`config.mk`:
```
export PLATFORM = sky130hd
export DESIGN_NAME = stream_byte_packer
export DESIGN_NICKNAME = d
export VERILOG_FILES = /design/src/rtl/stream_byte_packer.sv
export SDC_FILE = /design/constraint.sdc
export NUM_CORES = 1
export LEC_CHECK = 0
export CORE_MARGIN = 5
export CORE_UTILIZATION = 57
export DETAILED_ROUTE_END_ITERATION = 8
export HOLD_SLACK_MARGIN = 0.06
export MAX_ROUTING_LAYER = met4
export PLACE_DENSITY = 0.93
export SYNTH_ARGS = -nofsm -noshare
export SYNTH_HDL_FRONTEND = slang
export SYNTH_SLANG_ARGS = --single-unit
```
`constraint.sdc`:
```
create_clock -name clk -period 7.7 [get_ports clk]
set_input_delay 1.155 -clock clk [delete_from_list [all_inputs] [get_ports clk]]
set_output_delay 1.155 -clock clk [all_outputs]
set_load 0.05 [all_outputs]
```
`src/rtl/stream_byte_packer.sv`:
```
// Packs a byte-wide valid/ready stream into little-endian words of BYTES bytes.
// Packets may end early on in_last; the partial word then carries a keep mask.
//
// Ports:
//   clk, reset             clock; asynchronous active-high reset
//   in_valid/in_ready      byte-stream handshake (in_ready is combinational)
//   in_data, in_last       input byte and end-of-packet marker
//   out_valid/out_ready    word-stream handshake
//   out_data, out_keep     packed word (byte k at [8k+7:8k]) and byte enables
//   out_last               word holds the final byte of a packet
//   out_byte               byte 0 of out_data, for byte-wide consumers
//   words_out              wrapping count of transferred words
module stream_byte_packer #(
    parameter int BYTES = 8,
    parameter int CNT_W = 16
) (
    input  logic               clk,
    input  logic               reset,
    input  logic               in_valid,
    output logic               in_ready,
    input  logic [7:0]         in_data,
    input  logic               in_last,
    output logic               out_valid,
    input  logic               out_ready,
    output logic [8*BYTES-1:0] out_data,
    output logic [BYTES-1:0]   out_keep,
    output logic               out_last,
    output logic [7:0]         out_byte,
    output logic [CNT_W-1:0]   words_out
);

    localparam int IDX_W = $clog2(BYTES);
    localparam int W     = 8 * BYTES;

    logic [IDX_W-1:0] idx;
    logic [W-1:0]     acc;
    logic [BYTES-1:0] mask;

    logic             accept;
    logic             xfer;
    logic             complete;
    logic [W-1:0]     word_in;
    logic [BYTES-1:0] keep_in;

    // The single output slot can take a new word whenever it is empty or
    // is being drained this same edge, so a full stream never bubbles.
    assign in_ready = !out_valid || out_ready;
    assign accept   = in_valid && in_ready;
    assign xfer     = out_valid && out_ready;
    assign complete = accept && (in_last || idx == IDX_W'(BYTES - 1));

    // Bytes above idx in acc are always zero, so OR-ing in the new byte
    // both inserts it and leaves unused lanes cleared.
    assign word_in  = W'(in_data) << {idx, 3'b000};
    assign keep_in  = BYTES'(1) << idx;

    assign out_byte = out_data[7:0];

    always_ff @(posedge clk or posedge reset) begin
        if (reset) begin
            idx       <= '0;
            acc       <= '0;
            mask      <= '0;
            out_valid <= 1'b0;
            out_data  <= '0;
            out_keep  <= '0;
            out_last  <= 1'b0;
            words_out <= '0;
        end else begin
            if (xfer) begin
                words_out <= words_out + CNT_W'(1);
                out_valid <= 1'b0;
            end
            if (complete) begin
                out_valid <= 1'b1;
                out_data  <= acc | word_in;
                out_keep  <= mask | keep_in;
                out_last  <= in_last;
                acc       <= '0;
                mask      <= '0;
                idx       <= '0;
            end else if (accept) begin
                acc  <= acc | word_in;
                mask <= mask | keep_in;
                idx  <= idx + IDX_W'(1);
            end
        end
    end

endmodule
```
### Word-level counts from Yosys, hierarchy flattened

Index checks and enable logic that the tools add are counted.

| storage, ports and cells | value |
|---|---|
| bits in registers | 165 |

| cells by class | value |
|---|---|
| eq/ne operators | 1 |
| add/sub/neg operators | 2 |
| mux-type cells | 8 |
| shift-type cells | 2 |
| bitwise gates (word level) | 2 |
| reduce and logical (&&, ||, !) cells | 8 |

Operators with widths:

| cell | count |
|---|---|
| $mux W64 | 2 |
| $or A64 B64 Y64 | 1 |
| $shl A8 B6 Y64 | 1 |
| $add A16 B1 Y16 const B | 1 |
| $mux W8 | 2 |
| $or A8 B8 Y8 | 1 |
| $shl A1 B3 Y8 const A | 1 |
| $mux W3 | 2 |
| $reduce_bool A2 Y1 | 2 |
| $add A3 B1 Y3 const B | 1 |
| $eq A3 B3 Y1 const B | 1 |
| $logic_and A1 B1 Y1 | 3 |
| $logic_or A1 B1 Y1 | 2 |
| $mux W1 | 2 |
| $logic_not A1 Y1 | 1 |

### Depth between registers and ports, before layout

Gate-level depths: netlist (run 1).

| logic depth | value |
|---|---|
| word-level depth | 5 |
| depth in mapped cells | 9 |
| mapped depth without buffers | 6 |

### Least setup slack after synthesis (run 1)

OpenSTA, ideal clock, no wires.

| timing path | value |
|---|---|
| path kind | input to output |
| from | input port out_ready |
| to | output port in_ready |
| stages | 2 |
| data arrival time | 1595 ps |
| setup slack | 4950 ps |
| cells stage by stage | nor2b_2 -> inv_1 |

| on the way | value |
|---|---|
| cells in the longest elaborated chain, start to end | 1 |

Ends and longest elaborated chain:

| item | RTL line | text |
|---|---|---|
| start: declaration | 24 | `input logic out_ready,` |
| $logic_or A1 B1 Y1 | 47 | `assign in_ready = !out_valid \|\| out_ready;` |
| end: declaration | 20 | `output logic in_ready,` |

No other way between the ends.

### Final worst setup path (run 1)

Ends and elaborated chain as after synthesis.

==> flow_metrics.env, run 1 <==
export IMPL_synth_edff_count=0
export IMPL_switching_share_pct=36.2
export IMPL_cp_max_fo=6
export IMPL_vias=5302
export IMPL_slew_headroom_pct=17.2
export IMPL_p_leak_nw=3.74
export IMPL_layout_drive_gt1_share_pct=6.93
export IMPL_tritoncts="built"
export IMPL_ctsHoldBuffers=0
export IMPL_worst_ep_required_time_ns=6.55
export IMPL_yosysWarnings=0
export IMPL_drv_cap=0
export IMPL_synthSimpleGateAreaFrac_pct=12.5
export IMPL_drtIter0Drc=412
export IMPL_grt_setup_unrepaired="no"
export IMPL_cts_resized=0
export IMPL_hp_start="out_data[37]$_DFFE_PP0P_"
export IMPL_die_area_um2=14200
export IMPL_min_to="out_data[37]$_DFFE_PP0P_"
export IMPL_async_reset_ff_share_pct=100
export IMPL_drcViolationCount=0
export IMPL_end_kind="output port"
export IMPL_period_minus_slack_ns=3.99
export IMPL_post_cts_buffers=0
export IMPL_fillCellCount=838
export IMPL_finalCritPeriodShare_pct=51.8
export IMPL_via_per_inst=5.91
export IMPL_netlist_instances=668
export IMPL_synth_top_family_by_area="compound AO/OA/AOI/OAI gates"
export IMPL_clock_latency_ns=0.42
export IMPL_fin_skew_ns=0.00567
export IMPL_drt_wl_total_mm=16.4
export IMPL_drv_slew=0
export IMPL_worstReg2RegEnd="out_data[34]$_DFFE_PP0P_"
export IMPL_ys_ff_latch=165
export IMPL_r2r_cells=6
export IMPL_yosys_area_top_type_share_pct=60.7
export IMPL_synth_avg_cell_area_um2=10.2
export IMPL_yosysTopAreaCell="dfrtp_1"
export IMPL_r2r_start="idx[0]$_DFFE_PP0P_"
export IMPL_ant_nets=0
export IMPL_start_util_pct=57.4
export IMPL_post_route_util_pct=70.8
export IMPL_grt_pass1_vias=5379
export IMPL_firstDrtPassIters=5
export IMPL_synth_mux_area_fraction_pct=0.313
export IMPL_syn_area_um2=6810
export IMPL_area_growth_pct=23.4
export IMPL_synthTopCellsByArea="dfrtp_1, a31oi_1, a21oi_1, nor2_1, nand2_1"
export IMPL_combPwrFrac_pct=30.3
export IMPL_synth_ff_type="dfrtp_1"
export IMPL_hpwlAfterDp_mm=10.4
export IMPL_yosysUniqueCellTypes=34
export IMPL_yosys_area_share_adder_pct=1.29
export IMPL_grt_max_degree=144
export IMPL_p_int_mw=1.82
export IMPL_h_tree_depth=4
export IMPL_p_seq_share_pct=39.0
export IMPL_hold_viol=0
export IMPL_numClockSinks=165
export IMPL_fp_dieW_um=119
export IMPL_clk_pin_slew_worst_paths_ns=0.06
export IMPL_tightest_slew_ns=1.24
export IMPL_setup_worst_path_class="input port to output port"
export IMPL_synth_compound_area_share_pct=17.3
export IMPL_antenna_cells=0
export IMPL_tns_ns=0
export IMPL_syn_nets=688
export IMPL_holdPathStages=2
export IMPL_p_switching_mw=1.03
export IMPL_io_pins=112
export IMPL_antenna_found_initial=0
export IMPL_start_kind="input port"
export IMPL_layout_nets=757
export IMPL_p_clk_share_pct=30.7
export IMPL_max_vdd_ir_drop_v=0.000220
export IMPL_grt_pass1_wl_mm=26.8
export IMPL_status="completed"
export IMPL_die_height_um=119
export IMPL_core_um2=11900
export IMPL_globalRouteTotalUtil_pct=24.3
export IMPL_wl_per_cell_um=18.2
export IMPL_cp_arrival_ns=2.83
export IMPL_reg2reg_setup_slack_ns=4.65
export IMPL_min_path_type="flip-flop to flip-flop"
export IMPL_port_buffers=111
export IMPL_cellPowerDensity_nw_per_um2=339
export IMPL_cts_root_buffer="clkbuf_16"
export IMPL_cts_path_max_buffers=2
export IMPL_finalSetupViolCount=0
export IMPL_gr_total_overflow=0
export IMPL_max_freq_ghz=0.251
export IMPL_synthXorXnorAreaFrac_pct=1.93
export IMPL_gp_congestion=0.864
export IMPL_numCtsBuffers=17
export IMPL_synth_seq_area_share_pct=60.7
export IMPL_core_rowCount=40
## worst max-delay path by stage
stage	start	endpoint	slack [ns]
5_1_grt	out_ready	in_ready	3.62
4_1_cts	out_ready	in_ready	3.71
3_3_place_gp	out_ready	in_ready	3.73
3_5_place_dp	out_ready	in_ready	3.71
6_report	out_ready	in_ready	3.71
2_1_floorplan	reset	acc[0]$_DFFE_PP0P_	2.08
## worst max-delay path, cell delays in order
cell and delay [ns]:
clkdlybuf4s50_1 0.47, nor2b_2 0.38, inv_1 0.11, clkdlybuf4s50_1 0.72
## flip-flops by register name, indices dropped and copies added (netlist names)
name / count
acc: 64
out_data: 64
words_out: 16
mask: 8
out_keep: 8
idx: 3
out_last: 1
out_valid: 1
## cell families after synthesis
group	Yosys count
buffers and inverters	72
xor gates and xnor gates	15
and+or+nand+nor	190
AOI/OAI and AO/OA	217
muxes	2
DFF	165
adders and majority gates	7
## metrics by stage
| stage | setup WS (ns) | instance area, um2 | cells | power (mW) | hold WS (ns) |
|---|---|---|---|---|---|
| floorplan | 2.08 | 6810 | 668 | 1.72 | 0.455 |
| global placement | 3.73 | 7780 | 865 | 1.95 | 0.465 |
| detailed placement | 3.71 | 7780 | 865 | 1.98 | 0.474 |
| CTS | 3.71 | 8400 | 897 | 2.86 | 0.488 |
| global route | 3.62 | 8400 | 897 | 2.97 | 0.497 |
| finish | 3.71 | 8400 | 897 | 2.85 | 0.483 |
## final cells by class
| class | count | area, um2 | area share, % |
|---|---|---|---|
| Clock buffer | 23 | 498 | 5.93 |
| Clock inverter | 9 | 123 | 1.46 |
| Inverter | 7 | 36.3 | 0.432 |
| Multi-Input combinational cell | 431 | 2290 | 27.3 |
| Sequential cell | 165 | 4130 | 49.2 |
| Tap cell | 147 | 184 | 2.19 |
| Timing Repair Buffer | 115 | 1140 | 13.6 |
## layer usage
metal	wire length, um	vias to the layer above	track usage [%]
met1	6590	2613	31.3
met4	284	0	8.18
met3	1230	23	5.32
met2	8250	227	38.5
li1	-	2439	-
met5	0	-	-
## power groups by stage
stage | Sequential (mW) | Clock [mW] | Combinational (mW)
floorplan | 1.40 | 0 | 0.317
global placement | 1.11 | 0 | 0.839
detailed placement | 1.12 | 0 | 0.862
CTS | 1.11 | 0.884 | 0.867
global route | 1.13 | 0.923 | 0.915
finish | 1.11 | 0.875 | 0.862
## placed cells by master, fill, tap and decap left out, types with 2 or more instances in the layout
cell             Yosys  routed
nor3_4               6       7
nor3_2               3       2
o21ai_1             25      25
a21oi_1             75      75
inv_4                2       2
xnor2_1              7       7
xor2_1               8       8
o21ai_0             48      48
nand3_1              7       7
a31oi_1             67      67
nor2_1              81      80
nand2_1             79      79
ha_1                 7       7
clkinv_2             0       5
nor3_1               3       3
buf_4               10       4
clkdlybuf4s50_1      0     111
clkbuf_16            0      17
dfrtp_1            165     165
inv_1                4       3
clkbuf_8             0       5
bufinv_16            0       3
nand4_1              4       4
## Yosys cell counts (2+ instances only)
| cell | n |
|---|---|
| o21ai_0 | 48 |
| nor3_1 | 3 |
| xnor2_1 | 7 |
| a31oi_1 | 67 |
| nand2_1 | 79 |
| ha_1 | 7 |
| nand4_1 | 4 |
| buf_1 | 6 |
| buf_6 | 11 |
| nor3_4 | 6 |
| xor2_1 | 8 |
| dfrtp_1 | 165 |
| nor3_2 | 3 |
| nand3_1 | 7 |
| inv_1 | 4 |
| o21ai_1 | 25 |
| clkbuf_1 | 29 |
| a21oi_1 | 75 |
| buf_4 | 10 |
| nor2_1 | 81 |
| buf_2 | 9 |
| inv_4 | 2 |
Power figures use the tool's default switching activity.
==> inputs of run 2 (changes only) <==
--- a/config.mk
+++ b/config.mk
@@ -6,11 +6,11 @@
 export NUM_CORES = 1
 export LEC_CHECK = 0
 export CORE_MARGIN = 5
-export CORE_UTILIZATION = 57
+export CORE_UTILIZATION = 48
 export DETAILED_ROUTE_END_ITERATION = 8
 export HOLD_SLACK_MARGIN = 0.06
 export MAX_ROUTING_LAYER = met4
-export PLACE_DENSITY = 0.93
+export PLACE_DENSITY = 0.84
 export SYNTH_ARGS = -nofsm -noshare
 export SYNTH_HDL_FRONTEND = slang
 export SYNTH_SLANG_ARGS = --single-unit
==> constraint.sdc (replaced) <==
create_clock -name clk -period 3.4 [get_ports clk]
set_input_delay 0.51 -clock clk [delete_from_list [all_inputs] [get_ports clk]]
set_output_delay 0.51 -clock clk [all_outputs]
set_load 0.05 [all_outputs]
==> run 2 against run 1 <==
- global-route usage fell by 3.8 points
- non-clock buffer count rose by 5
- final area rose by 1.4%
- critical path type unchanged
- die area rose by 17%
- clock-buffer cell count fell by 2
==> flow_metrics.env, run 2 (synthesis gave the netlist of run 1 again) <==
export IMPL_clk_pin_slew_worst_paths_ns=0.06
export IMPL_antenna_cells=0
export IMPL_tritoncts="built"
export IMPL_cp_cell_sequence="clkdlybuf4s50_1, nor2b_2, inv_1, clkdlybuf4s50_1"
export IMPL_cp_slowest_stage_delay_ns=0.72
export IMPL_grt_pass1_vias=5069
export IMPL_p_clk_share_pct=31.1
export IMPL_critical_path_top_delay_family="buffers and inverters"
export IMPL_post_cts_buffers=0
export IMPL_fillCellCount=1169
export IMPL_max_vdd_ir_drop_v=0.000484
export IMPL_clock_latency_ns=0.42
export IMPL_hold_viol=0
export IMPL_core_um2=13900
export IMPL_fp_dieW_um=129
export IMPL_numClockSinks=165
export IMPL_vias=5161
export IMPL_cp_num_buf_inv=3
export IMPL_end_kind="output port"
export IMPL_h_tree_depth=4
export IMPL_layout_drive_gt1_share_pct=7.43
export IMPL_slew_headroom_pct=31.6
export IMPL_p_int_mw=4.16
export IMPL_period_minus_slack_ns=2.68
export IMPL_drt_wl_total_mm=15.5
export IMPL_gp_congestion=0.797
export IMPL_start_util_pct=49.0
export IMPL_finalInstanceArea_um2=8520
export IMPL_layout_common_cells="dfrtp_1, clkdlybuf4s50_1, nor2_1"
export IMPL_io_pins=112
export IMPL_drv_slew=0
export IMPL_tightest_slew_ns=1.02
export IMPL_switching_share_pct=35.7
export IMPL_start_kind="input port"
export IMPL_grt_setup_unrepaired="no"
export IMPL_timing_hold_ws_ns=0.387
export IMPL_area_growth_pct=25.1
export IMPL_ctsHoldBuffers=0
export IMPL_grt_pass1_wl_mm=26.1
export IMPL_core_rowCount=43
export IMPL_post_route_util_pct=61.4
export IMPL_status="completed"
export IMPL_firstDrtPassIters=5
export IMPL_p_leak_nw=3.77
export IMPL_numCtsBuffers=17
export IMPL_hpwlAfterDp_mm=9.78
export IMPL_cp_max_fo=6
export IMPL_final_common_cell="dfrtp_1"
export IMPL_gr_usage_met2_pct=30.0
export IMPL_globalRouteTotalUtil_pct=20.5
export IMPL_gr_total_overflow=0
export IMPL_drtIter0Drc=447
export IMPL_fin_ws_ns=0.717
export IMPL_setup_worst_path_class="input port to output port"
export IMPL_met3_usage_pct=4.53
export IMPL_path_common_cell="clkdlybuf4s50_1"
export IMPL_grt_max_degree=68
export IMPL_finalSetupViolCount=0
export IMPL_finalCritPeriodShare_pct=78.9
export IMPL_cp_arrival_ns=2.17
export IMPL_dp_cells=903
export IMPL_finalPower_mw=6.46
export IMPL_fin_skew_ns=0.00621
export IMPL_combPwrFrac_pct=30.0
export IMPL_drcViolationCount=0
export IMPL_top_regs="acc x64, out_data x64, words_out x16"
export IMPL_wl_per_cell_um=16.6
export IMPL_cellPowerDensity_nw_per_um2=759
export IMPL_ant_nets=0
export IMPL_p_seq_share_pct=38.8
export IMPL_busiest_layer="met2"
export IMPL_via_per_inst=5.53
export IMPL_port_buffers=111
export IMPL_fin_cells=934
export IMPL_die_height_um=129
export IMPL_drv_cap=0
export IMPL_antenna_found_initial=0
export IMPL_worst_ep_required_time_ns=2.89
export IMPL_dpl_cell_area_um2=7900
export IMPL_cts_root_buffer="clkbuf_16"
export IMPL_max_freq_ghz=0.373
export IMPL_cpMaxStageDelayCell="clkdlybuf4s50_1"
export IMPL_cts_path_max_buffers=2
export IMPL_tns_ns=0
export IMPL_p_switching_mw=2.31
export IMPL_die_area_um2=16700
export IMPL_use_met1_pct=28.2
export IMPL_cts_resized=0
export IMPL_layout_nets=762
export IMPL_min_path_type="input port to asynchronous set/reset pin"
export IMPL_post_place_ws_ns=0.705
run 2: layout make-up:
| cell class | count | area, um2 | share of cell area (%) |
|---|---|---|---|
| repair buffers | 120 | 1220 | 14.3 |
| clock buffers | 21 | 470 | 5.52 |
| flip-flops and latches | 165 | 4130 | 48.5 |
| inverters | 7 | 35.0 | 0.411 |
| well taps | 180 | 225 | 2.64 |
| multi-input cells | 431 | 2290 | 26.9 |
| clock inverters | 10 | 153 | 1.79 |
run 2: worst reg2reg max path, stage by stage (launching register included):
cell	delay (ns)
dfrtp_1	0.53
ha_1	0.30
ha_1	0.20
nor2_1	0.37
or3_4	0.57
buf_12	0.35
o21ai_0	0.19
run 2: worst paths after layout:
kind                                                 end  cells after the start  slack, ns                      from
worst max-delay path                            in_ready                      4       0.72                 out_ready
worst min-delay path             out_data[5]$_DFFE_PP0P_                      2       0.39                     reset
worst max register to register  out_data[30]$_DFFE_PP0P_                      6       0.77        idx[0]$_DFFE_PP0P_
max in group asynchronous            acc[49]$_DFFE_PP0P_                      3       2.39                     reset
worst min register to register  out_data[43]$_DFFE_PP0P_                      2       0.48  out_data[43]$_DFFE_PP0P_
min in group clk                out_data[43]$_DFFE_PP0P_                      2       0.48  out_data[43]$_DFFE_PP0P_
run 2: metal layers:
layer | part of all wire, % | vias up
li1 | - | 2445
met1 | 45 | 2521
met2 | 47 | 161
met3 | 5.0 | 34
met4 | 2.5 | 0
met5 | 0 | -
run 2: power groups by stage:
stage	logic [mW]	clock network, mW	registers, mW
floorplan	0.718	0	3.17
global placement	1.92	0	2.52
detailed placement	1.95	0	2.54
CTS	1.96	2.06	2.51
global route	2.07	2.14	2.55
finish	1.94	2.01	2.51
==> inputs of run 3 (changes only) <==
==> constraint.sdc (replaced) <==
create_clock -name clk -period 2.35 [get_ports clk]
set_input_delay 0.3525 -clock clk [delete_from_list [all_inputs] [get_ports clk]]
set_output_delay 0.3525 -clock clk [all_outputs]
set_load 0.05 [all_outputs]
==> run 3 against run 2 <==
- routed wire length grew 1.0%
- flip-flop and latch count is the same
- global-route usage is essentially flat
- register-to-register slack lost 0.49 ns
- worst hold slack lost 0.0067 ns
- clock power grew 29%
- core utilization grew 0.23 points
- critical path type is now flip-flop to output port
- clock skew grew 0.0017 ns
- critical endpoint is now words_out[6]
- critical path depth shrank 3
- sequential power grew 43%
- final area grew 0.38%
==> flow_metrics.env, run 3 (synthesis gave the netlist of run 1 again) <==
export IMPL_cp_num_cells=1
export IMPL_tightest_slew_ns=0.984
export IMPL_ctsHoldBuffers=0
export IMPL_antenna_found_initial=0
export IMPL_tns_ns=0
export IMPL_vias=5159
export IMPL_final_common_cell="dfrtp_1"
export IMPL_cpMaxStageDelayCell="clkdlybuf4s50_1"
export IMPL_ant_nets=0
export IMPL_finalCritPeriodShare_pct=89.4
export IMPL_cp_cell_sequence="clkdlybuf4s50_1"
export IMPL_cts_root_buffer="clkbuf_16"
export IMPL_tritoncts="built"
export IMPL_slew_headroom_pct=34.0
export IMPL_grt_pass1_vias=5044
export IMPL_status="completed"
export IMPL_grt_max_degree=97
export IMPL_drcViolationCount=0
export IMPL_cp_slowest_stage_delay_ns=0.85
export IMPL_layout_common_cells="dfrtp_1, clkdlybuf4s50_1, nor2_1"
export IMPL_drv_cap=0
export IMPL_cp_num_buf_inv=1
export IMPL_r2r_start="idx[1]$_DFFE_PP0P_"
export IMPL_gp_congestion=0.811
export IMPL_grt_setup_unrepaired="no"
export IMPL_clock_latency_ns=0.43
export IMPL_firstDrtPassIters=5
export IMPL_drv_slew=0
export IMPL_period_minus_slack_ns=2.10
export IMPL_start_kind="flip-flop"
export IMPL_finalInstanceArea_um2=8550
export IMPL_max_freq_ghz=0.476
export IMPL_dpl_cell_area_um2=8010
export IMPL_drtIter0Drc=467
export IMPL_numClockSinks=165
export IMPL_worstReg2RegEnd="out_data[20]$_DFFE_PP0P_"
export IMPL_io_pins=112
export IMPL_worst_ep_required_time_ns=2.00
export IMPL_setup_worst_path_class="flip-flop to output port"
export IMPL_die_area_um2=16700
export IMPL_reg2reg_setup_slack_ns=0.28
export IMPL_gr_total_overflow=0
export IMPL_cellPowerDensity_nw_per_um2=1060
export IMPL_cp_max_fo=7
export IMPL_max_vdd_ir_drop_v=0.000678
export IMPL_hpwlAfterDp_mm=9.88
export IMPL_start_util_pct=49.0
export IMPL_layout_nets=774
export IMPL_r2r_cells=6
export IMPL_top_regs="acc x64, out_data x64, words_out x16"
export IMPL_area_growth_pct=25.6
export IMPL_fin_skew_ns=0.00794
export IMPL_cp_arrival_ns=1.75
export IMPL_post_cts_buffers=0
export IMPL_cts_resized=0
export IMPL_core_rowCount=43
export IMPL_finalSetupViolCount=0
export IMPL_die_height_um=129
export IMPL_h_tree_depth=4
export IMPL_wl_per_cell_um=16.6
export IMPL_via_per_inst=5.47
export IMPL_numCtsBuffers=17
export IMPL_globalRouteTotalUtil_pct=20.5
export IMPL_clk_pin_slew_worst_paths_ns=0.06
export IMPL_antenna_cells=0
export IMPL_drt_wl_total_mm=15.7
export IMPL_fp_dieW_um=129
export IMPL_layout_drive_gt1_share_pct=8.38
export IMPL_grt_pass1_wl_mm=26.0
export IMPL_port_buffers=111
export IMPL_post_route_util_pct=61.6
export IMPL_hold_viol=0
export IMPL_p_leak_nw=3.80
export IMPL_min_path_type="input port to asynchronous set/reset pin"
export IMPL_end_kind="output port"
export IMPL_cts_path_max_buffers=2
export IMPL_critical_path_top_delay_family="buffers and inverters"
export IMPL_core_um2=13900
==> run 3: worst min-delay path, cell delays in order <==
cell and delay, ns:
clkdlybuf4s50_1 0.44, clkinvlp_4 0.12, buf_12 0.31
==> run 3: metal layers <==
metal  track usage [%]  part of all wire [%]  wire (um)
met5                 -                     0          0
met1              28.2                    44       6970
met4              7.23                   1.9        297
met2              30.8                    48       7550
met3              3.75                   5.6        886
==> run 3: how the worst max path moves through the flow <==
stage | endpoint | startpoint
global placement | words_out[15]$_DFFE_PP0P_ | out_ready
floorplan | acc[0]$_DFFE_PP0P_ | reset
finish | words_out[6] | words_out[6]$_DFFE_PP0P_
CTS | words_out[2] | words_out[2]$_DFFE_PP0P_
detailed placement | words_out[15]$_DFFE_PP0P_ | out_ready
global route | out_data[57]$_DFFE_PP0P_ | idx[0]$_DFFE_PP0P_
==> run 3: stage by stage <==
stage	setup slack (ns)	hold slack (ns)	power, mW	std cells
2_1_floorplan	-0.101	0.455	5.62	668
3_3_place_gp	0.295	0.457	6.48	915
4_1_cts	0.237	0.412	9.15	944
6_report	0.249	0.381	9.09	944
3_5_place_dp	0.263	0.460	6.55	915
5_1_grt	0.114	0.430	9.50	944
==> run 3: layout make-up <==
class	count	area, um2
sequential	165	4130
tap	180	225
multi-input combinational	431	2290
timing repair buffer	132	1330
fill	1147	5330
clock inverter	4	47.5
inverter	7	35.0
clock buffer	25	495
==> run 3: power breakdown <==
part / leakage [nW] / switching [mW] / internal (mW)
Clock: 0.265 / 1.04 / 1.55
Combinational: 1.31 / 1.99 / 0.919
Sequential: 2.23 / 0.306 / 3.29
Total: 3.80 / 3.33 / 5.75
